--- src/rtl/mips_pkg.sv ---
// Shared MIPS core definitions: write-back source encodings, write-control
// field positions and the hardwired zero register index.
package mips_pkg;

  typedef enum logic [1:0] {
    WB_SEL_ALU  = 2'b00,
    WB_SEL_MEM  = 2'b01,
    WB_SEL_LINK = 2'b10,
    WB_SEL_RSVD = 2'b11
  } wb_sel_e;

  localparam int WE_REG_WRITE = 0;
  localparam int WE_WB_SEL_HI = 2;
  localparam int WE_WB_SEL_LO = 1;
  localparam int REG_ZERO     = 0;

endpackage

--- src/rtl/wb_regfile_if.sv ---
// MEM/WB write-back and ID read-port bundle; master drives the pipeline
// side, slave is the register file.
interface wb_regfile_if #(
  parameter int DW = 32,
  parameter int AW = 5,
  parameter int CW = 32
);
  logic [DW-1:0] alu_result_in;
  logic [DW-1:0] data_from_mem_in;
  logic [DW-1:0] pc_after_add_in;
  logic [AW-1:0] write_address_in;
  logic [2:0]    we_in;
  logic [AW-1:0] rd_addr_a;
  logic [AW-1:0] rd_addr_b;
  logic [DW-1:0] rd_data_a;
  logic [DW-1:0] rd_data_b;
  logic [DW-1:0] wb_data;
  logic          wb_valid;
  logic [CW-1:0] wb_count;

  modport master (
    output alu_result_in, data_from_mem_in, pc_after_add_in,
           write_address_in, we_in, rd_addr_a, rd_addr_b,
    input  rd_data_a, rd_data_b, wb_data, wb_valid, wb_count
  );

  modport slave (
    input  alu_result_in, data_from_mem_in, pc_after_add_in,
           write_address_in, we_in, rd_addr_a, rd_addr_b,
    output rd_data_a, rd_data_b, wb_data, wb_valid, wb_count
  );
endinterface

--- src/rtl/wb_regfile_core.sv ---
// Raw register storage: one write port, two combinational read ports,
// whole array cleared by the asynchronous active-low reset.
module reg_file_core #(
  parameter int DW = 32,
  parameter int AW = 5
) (
  input  logic          clk,
  input  logic          rst,
  input  logic          we,
  input  logic [AW-1:0] waddr,
  input  logic [DW-1:0] wdata,
  input  logic [AW-1:0] raddr_a,
  input  logic [AW-1:0] raddr_b,
  output logic [DW-1:0] rdata_a,
  output logic [DW-1:0] rdata_b
);

  logic [DW-1:0] regs [2**AW];

  always_ff @(posedge clk or negedge rst) begin
    if (!rst) begin
      for (int i = 0; i < 2**AW; i++) regs[i] <= '0;
    end else if (we) begin
      regs[waddr] <= wdata;
    end
  end

  assign rdata_a = regs[raddr_a];
  assign rdata_b = regs[raddr_b];

endmodule

--- src/rtl/wb_regfile.sv ---
// Write-back stage: source select, register-zero rules, commit counter.
// Define WB_BYPASS_EN for a write-first register file (same-cycle bypass).
module wb_regfile
  import mips_pkg::*;
#(
  parameter int DW = 32,
  parameter int AW = 5,
  parameter int CW = 32
) (
  input logic          clk,
  input logic          rst,
  wb_regfile_if.slave  bus
);

  wb_sel_e       wb_sel;
  logic [DW-1:0] wb_data;
  logic          wb_valid;
  logic [DW-1:0] raw_a;
  logic [DW-1:0] raw_b;
  logic [DW-1:0] rd_a;
  logic [DW-1:0] rd_b;
  logic [CW-1:0] count_q;

  assign wb_sel = wb_sel_e'(bus.we_in[WE_WB_SEL_HI:WE_WB_SEL_LO]);

  // The reserved encoding falls back to the ALU result.
  always_comb begin
    wb_data = bus.alu_result_in;
    case (wb_sel)
      WB_SEL_MEM:  wb_data = bus.data_from_mem_in;
      WB_SEL_LINK: wb_data = bus.pc_after_add_in;
      default:     wb_data = bus.alu_result_in;
    endcase
  end

  assign wb_valid = bus.we_in[WE_REG_WRITE] &&
                    (bus.write_address_in != AW'(REG_ZERO));

  reg_file_core #(.DW(DW), .AW(AW)) u_core (
    .clk     (clk),
    .rst     (rst),
    .we      (wb_valid),
    .waddr   (bus.write_address_in),
    .wdata   (wb_data),
    .raddr_a (bus.rd_addr_a),
    .raddr_b (bus.rd_addr_b),
    .rdata_a (raw_a),
    .rdata_b (raw_b)
  );

  // Zero-register masking is applied last so it also overrides the bypass.
  always_comb begin
    rd_a = raw_a;
    rd_b = raw_b;
`ifdef WB_BYPASS_EN
    if (wb_valid && (bus.rd_addr_a == bus.write_address_in)) rd_a = wb_data;
    if (wb_valid && (bus.rd_addr_b == bus.write_address_in)) rd_b = wb_data;
`endif
    if (bus.rd_addr_a == AW'(REG_ZERO)) rd_a = '0;
    if (bus.rd_addr_b == AW'(REG_ZERO)) rd_b = '0;
  end

  always_ff @(posedge clk or negedge rst) begin
    if (!rst) begin
      count_q <= '0;
    end else if (wb_valid) begin
      count_q <= count_q + CW'(1);
    end
  end

  assign bus.wb_data   = wb_data;
  assign bus.wb_valid  = wb_valid;
  assign bus.rd_data_a = rd_a;
  assign bus.rd_data_b = rd_b;
  assign bus.wb_count  = count_q;

endmodule

--- src/flat_wrapper.sv ---
// flat-port wrapper written by rule: the top's interface ports become plain ports
module wb_regfile_flat import mips_pkg::*;
#(
  parameter int DW = 32,
  parameter int AW = 5,
  parameter int CW = 32
)
  (clk, rst, bus_alu_result_in, bus_data_from_mem_in, bus_pc_after_add_in, bus_write_address_in, bus_we_in, bus_rd_addr_a, bus_rd_addr_b, bus_rd_data_a, bus_rd_data_b, bus_wb_data, bus_wb_valid, bus_wb_count);
  wb_regfile_if #(.DW(DW), .AW(AW), .CW(CW)) bus_i ();
  input logic clk;
  input logic rst;
  input wire logic [$bits(bus_i.alu_result_in)-1:0] bus_alu_result_in;
  input wire logic [$bits(bus_i.data_from_mem_in)-1:0] bus_data_from_mem_in;
  input wire logic [$bits(bus_i.pc_after_add_in)-1:0] bus_pc_after_add_in;
  input wire logic [$bits(bus_i.write_address_in)-1:0] bus_write_address_in;
  input wire logic [$bits(bus_i.we_in)-1:0] bus_we_in;
  input wire logic [$bits(bus_i.rd_addr_a)-1:0] bus_rd_addr_a;
  input wire logic [$bits(bus_i.rd_addr_b)-1:0] bus_rd_addr_b;
  output wire logic [$bits(bus_i.rd_data_a)-1:0] bus_rd_data_a;
  output wire logic [$bits(bus_i.rd_data_b)-1:0] bus_rd_data_b;
  output wire logic [$bits(bus_i.wb_data)-1:0] bus_wb_data;
  output wire logic [$bits(bus_i.wb_valid)-1:0] bus_wb_valid;
  output wire logic [$bits(bus_i.wb_count)-1:0] bus_wb_count;
  assign bus_i.alu_result_in = bus_alu_result_in;
  assign bus_i.data_from_mem_in = bus_data_from_mem_in;
  assign bus_i.pc_after_add_in = bus_pc_after_add_in;
  assign bus_i.write_address_in = bus_write_address_in;
  assign bus_i.we_in = bus_we_in;
  assign bus_i.rd_addr_a = bus_rd_addr_a;
  assign bus_i.rd_addr_b = bus_rd_addr_b;
  assign bus_rd_data_a = bus_i.rd_data_a;
  assign bus_rd_data_b = bus_i.rd_data_b;
  assign bus_wb_data = bus_i.wb_data;
  assign bus_wb_valid = bus_i.wb_valid;
  assign bus_wb_count = bus_i.wb_count;
  wb_regfile #(.DW(DW), .AW(AW), .CW(CW)) u_core (.clk(clk), .rst(rst), .bus(bus_i));
endmodule
--- config.mk ---
export PLATFORM = sky130hd
export DESIGN_NAME = wb_regfile_flat
export DESIGN_NICKNAME = d
export VERILOG_FILES = /design/src/rtl/mips_pkg.sv /design/src/rtl/wb_regfile_if.sv /design/src/rtl/wb_regfile_core.sv /design/src/rtl/wb_regfile.sv /design/src/flat_wrapper.sv
export SDC_FILE = /design/constraint.sdc
export NUM_CORES = 2
export LEC_CHECK = 0
export BUFFER_PORTS_ARGS = -buffer_cell sky130_fd_sc_hd__buf_2
export CORE_MARGIN = 10
export CORE_UTILIZATION = 35
export CTS_CLUSTER_DIAMETER = 80
export CTS_CLUSTER_SIZE = 40
export DETAILED_ROUTE_END_ITERATION = 6
export GPL_ROUTABILITY_DRIVEN = 0
export RECOVER_POWER = 25
export SLEW_MARGIN = 40
export SYNTH_ARGS = -nofsm -noshare
export SYNTH_HDL_FRONTEND = slang
export SYNTH_SLANG_ARGS = --single-unit
export TNS_END_PERCENT = 10
--- constraint.sdc ---
create_clock -name clk -period 2.7 [get_ports clk]
set_clock_uncertainty 0.05 [all_clocks]
set_input_delay 0.135 -clock clk [delete_from_list [all_inputs] [get_ports clk]]
set_output_delay 0.135 -clock clk [all_outputs]
set_load 0.005 [all_outputs]
==> flow_summary.toml <==
[critical_path]
criticalPathCategory = "reg -> out"
timing.rr.start = "u_core.bus.wb_count[10]$_DFFE_PN0P_"
rr_worst_depth = 5
worstSetupEndpointType = "primary output"
critical_path.cell_chain = "mux4_2 > mux2i_1 > nor2_1 > a221oi_2 > a2111oi_4 > buf_2"
path_delay_family = "multiplexers"
required_ns = 2.52
cp-start-kind = "flip-flop"
cp.arrival_ns = 2.62
reg2reg_slack_ns = 0.68
slowest_stage = "mux4_2"
slowest_delay_ns = 0.46
path_max_fanout = 3
worstReg2RegEnd = "u_core.bus.wb_count[26]$_DFFE_PN0P_"
critPathBufInv = 1

[floorplanning]
die_height_um = 415
coreArea_mm2 = 0.155
rows = 144
dieWidth_um = 415
io_pins = 245
start_util_pct = 35.3
die-area_mm2 = 0.172

[finish]
layout-drive-gt1-share_pct = 27.8
multi_input_area_mm2 = 0.0265
seq_area_mm2 = 0.0264
fin_util_pct = 40.7
fin_nets = 5132
fillers = 14588
final_cell_mix = "dfrtp_1, nand2_1, o21ai_0, mux4_2, buf_2"
final_area_mm2 = 0.0630
instances_no_fill = 7095
final_common_cell = "dfrtp_1"
area_growth_pct = 15.4

[clocking]
cts-root-buf = "clkbuf_16"
cts_tree = "done"
cts_made_buffers = 46
insertion_delay_ns = 0.70
clk_pin_slew_ns = 0.15
cts_buffer_depth = 3
cts_sinks = 1056
htreeDepth = 2

[routing]
totalWireLength_um = 191000
drtPass1Iterations = 5
drc_errors = 0
drt-initial-drc-count = 4290
ant_nets = 0
num_vias = 41244
vias_per_cell = 5.81
routedWlPerCell_um = 26.9

[hold_path]
min_path_cells = 4
min_to = "u_core.u_core.regs[273]$_DFFE_PN0P_"
min_from = "bus_alu_result_in[17]"
hold_path_class = "in -> reg"

[global_routing]
antenna_found_initial = 8
grt_max_degree = 98
first_global_vias = 41508
grt_pass1_wl_um = 284000
grt_overflow = 0
grtUsageTotal_pct = 21.7

[synthesis]
syn-num-nets = 4991
ys_seq_area_share_pct = 48.4
synth-seq-cells = 1056
yosysWarningCount = 0
synth.avg_cell_area_um2 = 11.2
yosysUniqueCellTypes = 45
netlist_instances = 4872
netlist_area_mm2 = 0.0546

[place]
post-place-ws_ns = -0.0283
io_buffers = 244
dp_hpwl_um = 127000
dp.cells = 6974
placed_cell_area_mm2 = 0.0602

[sta]
whs_ns = 0.0254
rsz0062_at_grt = "yes"
tns_ns = -0.522
max_slew.worst_pin.slew_ns = 2.23
fin_crit_ns = 2.81
fmax_mhz = 356
setup_ws_ns = -0.105
drv_slew = 14
finalCritPeriodShare_pct = 104
setup_viol = 15
hold_viol = 0
slew_headroom_pct = -48.6

[status]
outcome = "complete, but fails checks"
violations = "capacitance limit, slew limit, setup timing"

[power_and_ir_drop]
pwr_density_cell_mw_per_mm2 = 634
ir_drop_v = 0.000494
p_total_mw = 39.9
power_leakage_nw = 27.1

[job]
drv_cap = 1
worst max-delay path by stage:
stage | depth (start not counted) | to | startpoint
floorplan | 7 | bus_rd_data_b[13] | bus_rd_addr_b[1]
global placement | 8 | bus_rd_data_a[15] | bus_rd_addr_a[1]
detailed placement | 7 | bus_rd_data_b[23] | bus_rd_addr_b[3]
CTS | 6 | bus_rd_data_b[11] | u_core.u_core.regs[267]$_DFFE_PN0P_
global route | 6 | bus_rd_data_a[23] | u_core.u_core.regs[311]$_DFFE_PN0P_
finish | 6 | bus_rd_data_b[30] | u_core.u_core.regs[478]$_DFFE_PN0P_
cell families (layout without fill, tap and decap cells):
logic type                 after synthesis  in the layout  share of synthesized area [%]
adders and majority gates                3              3                         0.0688
buffers and inverters                  560            737                           4.78
other                                    0              2                              0
and+or+nand+nor                       1274           1274                           9.37
xor gates and xnor gates                31             31                          0.498
DFF                                   1056           1056                           48.4
AOI/OAI and AO/OA                     1314           1314                           13.4
muxes                                  634            634                           23.5
flip-flops by register name (all words and copies together) (netlist names):
name / count
u_core.bus.wb_count: 32
u_core.u_core.regs: 1024
tightest hold or removal path, delay by kind of cell:
kind                   cells  cell delay [ns]
buffers and inverters      2             0.31
AOI/OAI and AO/OA          2             0.26
layout make-up:
class                   count  share of cell area, %
diodes                      2                0.00795
clock buffers              48                   1.89
clock inverters            36                   1.05
inverters                  35                  0.209
multi-input cells        3256                   42.1
flip-flops and latches   1056                   42.0
well taps                2044                   4.06
repair buffers            618                   8.68
per-layer routing:
| layer | part of all wire, % | vias to the layer above | GRT usage, % |
|---|---|---|---|
| li1 | - | 17861 | - |
| met1 | 41 | 21253 | 29.0 |
| met2 | 46 | 1749 | 34.7 |
| met3 | 7.5 | 375 | 3.52 |
| met4 | 5.3 | 6 | 9.59 |
| met5 | 0.023 | - | 0 |
power breakdown:
part           switching, mW  internal [mW]  total, mW  leakage (nW)
registers               2.06           18.4       20.5          14.0
logic                   4.72           4.68       9.40          12.2
clock network           6.31           3.76       10.1         0.875
total                   13.1           26.8       39.9          27.1
repair_timing:
action	in CTS	in global routing
resized for setup	117	13
hold buffers	34	0
setup buffers	0	8
pin swaps	17	4
hold endpoints to repair	1615	0
endpoints found under the setup margin	55	48
cloned	0	0
cells in the mapped netlist, drive strengths merged:
| master | count | area (um2) |
|---|---|---|
| a2111oi | 42 | 368 |
| a211oi | 70 | 526 |
| a21oi | 87 | 435 |
| a221oi | 47 | 499 |
| a22oi | 49 | 368 |
| a31oi | 3 | 18.8 |
| and2 | 3 | 18.8 |
| and3 | 9 | 56.3 |
| and3b | 3 | 26.3 |
| and4 | 3 | 26.3 |
| buf | 151 | 1060 |
| clkbuf | 374 | 1410 |
| dfrtp | 1056 | 26400 |
| ha | 3 | 37.5 |
| inv | 35 | 131 |
| mux2 | 39 | 439 |
| mux2i | 83 | 831 |
| mux4 | 512 | 11500 |
| nand2 | 1056 | 3960 |
| nand2b | 2 | 12.5 |
| nand3 | 10 | 50.1 |
| nand4 | 7 | 43.8 |
| nor2 | 90 | 340 |
| nor2b | 74 | 463 |
| nor3 | 3 | 15.0 |
| nor3b | 5 | 37.5 |
| nor4 | 3 | 18.8 |
| o2111ai | 1 | 8.76 |
| o21ai | 1015 | 5080 |
| or2 | 3 | 18.8 |
| or3 | 2 | 12.5 |
| or4 | 1 | 7.51 |
| xnor2 | 24 | 210 |
| xor2 | 7 | 61.3 |
Note: power is estimated with default switching activity, not from simulation.
